==> src/rtl/uart_pkg.sv <==
// Shared UART definitions: transmitter state encoding, default bit period and
// frame length. Optional feature macro: UART_TX_PARITY_EN (even parity bit
// inserted between d7 and stop, frame grows from 10 to 11 bits).
package uart_pkg;

  typedef enum logic {
    IDLE         = 1'b0,
    TRANSMITTING = 1'b1
  } tx_state_t;

  // 19200 baud from a 50 MHz clock; receiver and transmitter share it.
  localparam int BAUD_DIV_DEFAULT = 2604;

`ifdef UART_TX_PARITY_EN
  localparam int FRAME_BITS = 11;
`else
  localparam int FRAME_BITS = 10;
`endif

  // The stop bit comes from the 1-fill of the shift register, so the
  // register only needs to hold start + data (+ parity).
  localparam int SHIFT_W = FRAME_BITS - 1;

  // Serialisation image of one byte, LSB transmitted first.
  function automatic logic [SHIFT_W-1:0] build_frame(input logic [7:0] d);
`ifdef UART_TX_PARITY_EN
    return {^d, d, 1'b0};
`else
    return {d, 1'b0};
`endif
  endfunction

endpackage

==> src/rtl/uart_tx_if.sv <==
// Command-side interface of the UART transmitter.
// Handshake: trmt is a single-cycle strobe with tx_data valid in the same
// cycle; it is accepted only while busy is low, and ignored while a frame is
// in flight. tx_done is sticky from the end of a stop bit until the next
// accepted trmt. state mirrors the FSM register for debug/checkers.
interface uart_tx_if import uart_pkg::*; ();

  logic       trmt;
  logic [7:0] tx_data;
  logic       TX;
  logic       tx_done;
  logic       busy;
  tx_state_t  state;

  modport master (
    output trmt, tx_data,
    input  TX, tx_done, busy, state
  );

  modport slave (
    input  trmt, tx_data,
    output TX, tx_done, busy, state
  );

endinterface

==> src/rtl/uart_tx.sv <==
// UART transmitter, 8N1 by default; with UART_TX_PARITY_EN an even parity
// bit is sent between d7 and stop. TX is the LSB of the shift register, so
// the line is registered and glitch-free.
module uart_tx import uart_pkg::*; #(
  parameter int BAUD_DIV = BAUD_DIV_DEFAULT  // clocks per bit, 16..4095
) (
  input logic     clk,
  input logic     rst,
  uart_tx_if.slave bus
);

  localparam logic [11:0] BAUD_RELOAD = 12'(BAUD_DIV - 1);
  localparam logic [3:0]  LAST_BIT    = 4'(FRAME_BITS - 1);

  tx_state_t          r_state;
  logic [11:0]        r_baud_cnt;
  logic [3:0]         r_bit_cnt;
  logic [SHIFT_W-1:0] r_shift_reg;
  logic               r_tx_done;

  tx_state_t          w_state;
  logic [11:0]        w_baud_cnt;
  logic [3:0]         w_bit_cnt;
  logic [SHIFT_W-1:0] w_shift_reg;
  logic               w_tx_done;

  // State and datapath registers; reset returns the line to idle-high.
  always_ff @(posedge clk) begin
    if (rst) begin
      r_state     <= IDLE;
      r_baud_cnt  <= '0;
      r_bit_cnt   <= '0;
      r_shift_reg <= '1;
      r_tx_done   <= 1'b0;
    end else begin
      r_state     <= w_state;
      r_baud_cnt  <= w_baud_cnt;
      r_bit_cnt   <= w_bit_cnt;
      r_shift_reg <= w_shift_reg;
      r_tx_done   <= w_tx_done;
    end
  end

  // Next-state: accept a byte in IDLE, then shift one bit per baud period
  // until the stop bit has been held for a full period.
  always_comb begin
    w_state     = r_state;
    w_baud_cnt  = r_baud_cnt;
    w_bit_cnt   = r_bit_cnt;
    w_shift_reg = r_shift_reg;
    w_tx_done   = r_tx_done;
    case (r_state)
      IDLE: begin
        if (bus.trmt) begin
          w_shift_reg = build_frame(bus.tx_data);
          w_baud_cnt  = BAUD_RELOAD;
          w_bit_cnt   = 4'd0;
          w_tx_done   = 1'b0;
          w_state     = TRANSMITTING;
        end
      end
      TRANSMITTING: begin
        if (r_baud_cnt == 12'd0) begin
          // Filling with 1 leaves the register all-ones after the last data
          // bit, which provides the stop bit and the idle level.
          w_shift_reg = {1'b1, r_shift_reg[SHIFT_W-1:1]};
          w_bit_cnt   = r_bit_cnt + 4'd1;
          w_baud_cnt  = BAUD_RELOAD;
          if (r_bit_cnt == LAST_BIT) begin
            w_tx_done = 1'b1;
            w_state   = IDLE;
          end
        end else begin
          w_baud_cnt = r_baud_cnt - 12'd1;
        end
      end
      default: w_state = IDLE;
    endcase
  end

  assign bus.TX      = r_shift_reg[0];
  assign bus.tx_done = r_tx_done;
  assign bus.busy    = (r_state == TRANSMITTING);
  assign bus.state   = r_state;

endmodule

==> src/flat_wrapper.sv <==
// flat-port wrapper written by rule: the top's interface ports become plain ports
module uart_tx_flat import uart_pkg::*;
#(
  parameter int BAUD_DIV = BAUD_DIV_DEFAULT                             
)
  (clk, rst, bus_trmt, bus_tx_data, bus_TX, bus_tx_done, bus_busy, bus_state);
  uart_tx_if bus_i ();
  input logic clk;
  input logic rst;
  input wire logic [$bits(bus_i.trmt)-1:0] bus_trmt;
  input wire logic [$bits(bus_i.tx_data)-1:0] bus_tx_data;
  output wire logic [$bits(bus_i.TX)-1:0] bus_TX;
  output wire logic [$bits(bus_i.tx_done)-1:0] bus_tx_done;
  output wire logic [$bits(bus_i.busy)-1:0] bus_busy;
  output wire logic [$bits(bus_i.state)-1:0] bus_state;
  assign bus_i.trmt = bus_trmt;
  assign bus_i.tx_data = bus_tx_data;
  assign bus_TX = bus_i.TX;
  assign bus_tx_done = bus_i.tx_done;
  assign bus_busy = bus_i.busy;
  assign bus_state = bus_i.state;
  uart_tx #(.BAUD_DIV(BAUD_DIV)) u_core (.clk(clk), .rst(rst), .bus(bus_i));
endmodule
==> config.mk <==
export PLATFORM = sky130hd
export DESIGN_NAME = uart_tx_flat
export DESIGN_NICKNAME = d
export VERILOG_FILES = /design/src/rtl/uart_pkg.sv /design/src/rtl/uart_tx_if.sv /design/src/rtl/uart_tx.sv /design/src/flat_wrapper.sv
export SDC_FILE = /design/constraint.sdc
export NUM_CORES = 1
export LEC_CHECK = 0
export CORE_MARGIN = 2
export CORE_UTILIZATION = 56
export CTS_BUF_LIST = sky130_fd_sc_hd__clkbuf_8
export DETAILED_ROUTE_END_ITERATION = 10
export GPL_ROUTABILITY_DRIVEN = 1
export PLACE_DENSITY = 0.76
export RECOVER_POWER = 50
export SYNTH_ARGS = -nofsm -noshare
export SYNTH_HDL_FRONTEND = slang
export SYNTH_SLANG_ARGS = --single-unit
==> constraint.sdc <==
create_clock -name clk -period 2.65 [get_ports clk]
set_clock_uncertainty 0.15 [all_clocks]
set_input_delay 0.53 -clock clk [delete_from_list [all_inputs] [get_ports clk]]
set_output_delay 0.53 -clock clk [all_outputs]
set_load 0.05 [all_outputs]
==> impl_metrics.csv, run 1 <==
group,metric,value,unit
status,status,"finished, final reports clean",
critical_path,criticalPathCategory,"register to output port",
clock_network,numCtsBuffers,3,
clock_network,cts_num_sinks,27,
global_route,grt_pass1_vias,1063,
clock_network,cts_max_level,1,
finish,final_cell_mix,"dfxtp_1, a21oi_1, nand2_1, nor2_1, clkdlybuf4s50_1",
global_route,antenna_found_initial,0,
synth,syn_nets,180,
synth,synth_flop_cell,"dfxtp_1",
clock_network,cts_hold_buf,0,
timing,period_needed,2.457,ns
detailed_routing,dr.pass1.iters,4,
placement,post-place-ws,0.1505,ns
clock_network,cts-root-buf,"clkbuf_8",
detailed_routing,drtIter0Drc,21,
critical_path,endpoint_kind,"output port",
critical_path,crit_fanout,17,
synth,synth_top_cell_area_share,39.24,%
worst_hold_path,hp-class,"register to register",
detailed_routing,drc,0,
global_route,grt_pass1_wl,4919,um
synth,synth.area.top_cells,"dfxtp_1, a21oi_1, mux2i_1, nand2_1, ha_1",
synth,async_reset_ff_share,0,%
timing,max_slew.worst_pin.slew,0.9768,ns
finish,drive_above_1_share,7.263,%
run,cap_violations,0,
critical_path,r2r_cells,5,
finish,fin_nets,195,
worst_hold_path,holdPathStages,2,
pwr,ir_drop,530.2,uV
critical_path,critPathRequiredTime,1.97,ns
floorplan,die_x,53.60,um
synth,ys_types,37,
timing,hold_viol,0,
critical_path,r2r_slack,0.20,ns
floorplan,die_h,53.60,um
finish,areaGrowthSynthToFinish,14.08,%
global_route,grt_max_degree,22,
worst_hold_path,hp-start,"u_core.bus.tx_done$_SDFFE_PP0P_",
critical_path,worstReg2RegStart,"u_core.r_baud_cnt[4]$_SDFFE_PP0P_",
detailed_routing,viasPerCell,6.034,
global_route,gr-usage-all-layers,23.77,%
timing,slew_violations,0,
clock_network,clk_pin_slew,0.09,ns
placement,hpwl,2195,um
floorplan,rows,17,
floorplan,core_area,2276,um2
floorplan,dieArea,2872,um2
finish,final_common_cell,"dfxtp_1",
pwr,leakagePower,0.6005,nW
finish,num_antenna_cells,0,
detailed_routing,antenna_violating_nets_post_route,0,
clock_network,cts_tree,"yes",
timing,fin_tns_setup,0,ns
critical_path,r2r-end,"u_core.r_shift_reg[8]$_SDFFE_PP1P_",
timing,max_slew_margin,34.88,%
global_route,grt_overflow,0,
synth,yosysWarnings,0,
detailed_routing,vias,1249,
synth,synth_edf_count,0,
clock_network,clock_path_buffers,2,
detailed_routing,avgRoutedWirePerCell,14.51,um
critical_path,cp-start-kind,"register",
timing,finalCritPeriodShare,92.71,%
timing,fin_ws,0.1931,ns
synth,avgSynthCellArea,8.349,um2
critical_path,arrival,1.78,ns
synth,yosysTopAreaCell,"dfxtp_1",
placement,portBuffers,14,
timing,timing.fmax,407.0,MHz
synth,syn_area,1378,um2
synth,ys_ff_latch,27,
worst_hold_path,min_to,"u_core.bus.tx_done$_SDFFE_PP0P_",
timing,setup-violations-final,0,
clock_network,insertion_delay,0.27,ns
timing,grt_setup_unrepaired,"no",
placement,gp_congestion,0.8717,
finish,largest_register_ffs,12,
floorplan,initial_core_util,60.53,%
synth,synthCells,165,
detailed_routing,wl,3004,um
synth,ys_seq_area_share,39.24,%
floorplan,ios,15,
pwr,power_density,575.9,nW/um2
synthesized netlist by cell type, drive strengths merged, types with 2 or more instances:
master   n
nand3b   3
a21oi   24
nand2b   2
o31ai    4
mux2i    7
and2     2
o211ai   2
xor2     3
inv      6
nand2   14
nor4     2
nor3     2
nand4b   2
ha       4
or2      3
buf      2
nor2    12
or4      5
clkbuf   8
and3     3
nand3    7
a31oi    5
dfxtp   27
or3      5
o21ai    2
cell families (layout without fill, tap and decap cells):
family                     Yosys count  in the layout  synth area share, %
xor gates and xnor gates             4              4                2.544
DFF                                 27             27                39.24
adders and majority gates            4              4                3.633
AOI/OAI and AO/OA                   43             43                18.71
muxes                                7              7                5.086
buffers and inverters               16             30                5.177
and+or+nand+nor                     64             64                25.61
worst max path at each step:
stage,from,to,slack (ns)
finish,u_core.bus.busy$_SDFF_PP0_,bus_busy,0.19
global route,u_core.r_baud_cnt[4]$_SDFFE_PP0P_,u_core.r_shift_reg[3]$_SDFFE_PP1P_,0.09
CTS,u_core.r_baud_cnt[4]$_SDFFE_PP0P_,u_core.r_shift_reg[8]$_SDFFE_PP1P_,0.13
detailed placement,u_core.r_baud_cnt[4]$_SDFFE_PP0P_,u_core.r_shift_reg[8]$_SDFFE_PP1P_,0.15
global placement,u_core.r_baud_cnt[4]$_SDFFE_PP0P_,u_core.r_shift_reg[8]$_SDFFE_PP1P_,0.24
floorplan,u_core.bus.busy$_SDFF_PP0_,u_core.r_bit_cnt[2]$_SDFFE_PP0P_,0.38
metal layers:
| layer | track usage (%) | wire length [um] |
|---|---|---|
| met5 | 0 | 0 |
| met4 | 6.410 | 36 |
| met3 | 6.111 | 114 |
| met2 | 37.24 | 1455 |
| met1 | 32.47 | 1398 |
worst max-delay path: stages (launching register included):
cell	delay, ns
dfxtp_1	0.35
clkbuf_1	0.73
clkbuf_2	0.42
layout make-up:
| class | instances | area [um2] |
|---|---|---|
| clock buffers | 3 | 41.29 |
| repair buffers | 20 | 162.7 |
| well taps | 28 | 35.03 |
| clock inverters | 1 | 3.754 |
| inverters | 6 | 22.52 |
| multi-input cells | 122 | 765.7 |
| flip-flops and latches | 27 | 540.5 |
| fillers | 205 | 704.4 |
report_power, final:
group / total, mW / internal, mW / switching (mW)
sequential: 0.461 / 0.436 / 0.0252
combinational: 0.217 / 0.0914 / 0.126
clock: 0.227 / 0.104 / 0.123
timing repair:
action,4_1_cts,5_1_grt
setup endpoints to repair,0,1
endpoints found under the hold margin,0,0
buffers inserted,0,0
resized for setup,0,1
metrics by stage:
step                area (um2)  util [%]  total power [mW]  instances  hold WS [ns]
finish                    1572     69.05            0.9051        207        0.3122
floorplan                 1378         -            0.6240        165        0.2901
CTS                       1589     69.82            0.9124        207        0.3196
global route              1572     69.05            0.9531        207        0.3426
detailed placement        1544     67.84            0.6885        203        0.3071
global placement          1544     67.84            0.6803        203        0.2952
(Power assumes the default switching activity.)
==> run 2: changes to the inputs <==
--- a/config.mk
+++ b/config.mk
@@ -5,9 +5,11 @@
 export SDC_FILE = /design/constraint.sdc
 export NUM_CORES = 1
 export LEC_CHECK = 0
+export CAP_MARGIN = 20
 export CORE_MARGIN = 2
 export CORE_UTILIZATION = 56
 export CTS_BUF_LIST = sky130_fd_sc_hd__clkbuf_8
+export CTS_CLUSTER_DIAMETER = 60
 export DETAILED_ROUTE_END_ITERATION = 10
 export GPL_ROUTABILITY_DRIVEN = 1
 export PLACE_DENSITY = 0.76
==> results of run 2 <==
Same layout as run 1: the final DEF is identical, and so are final timing and power.
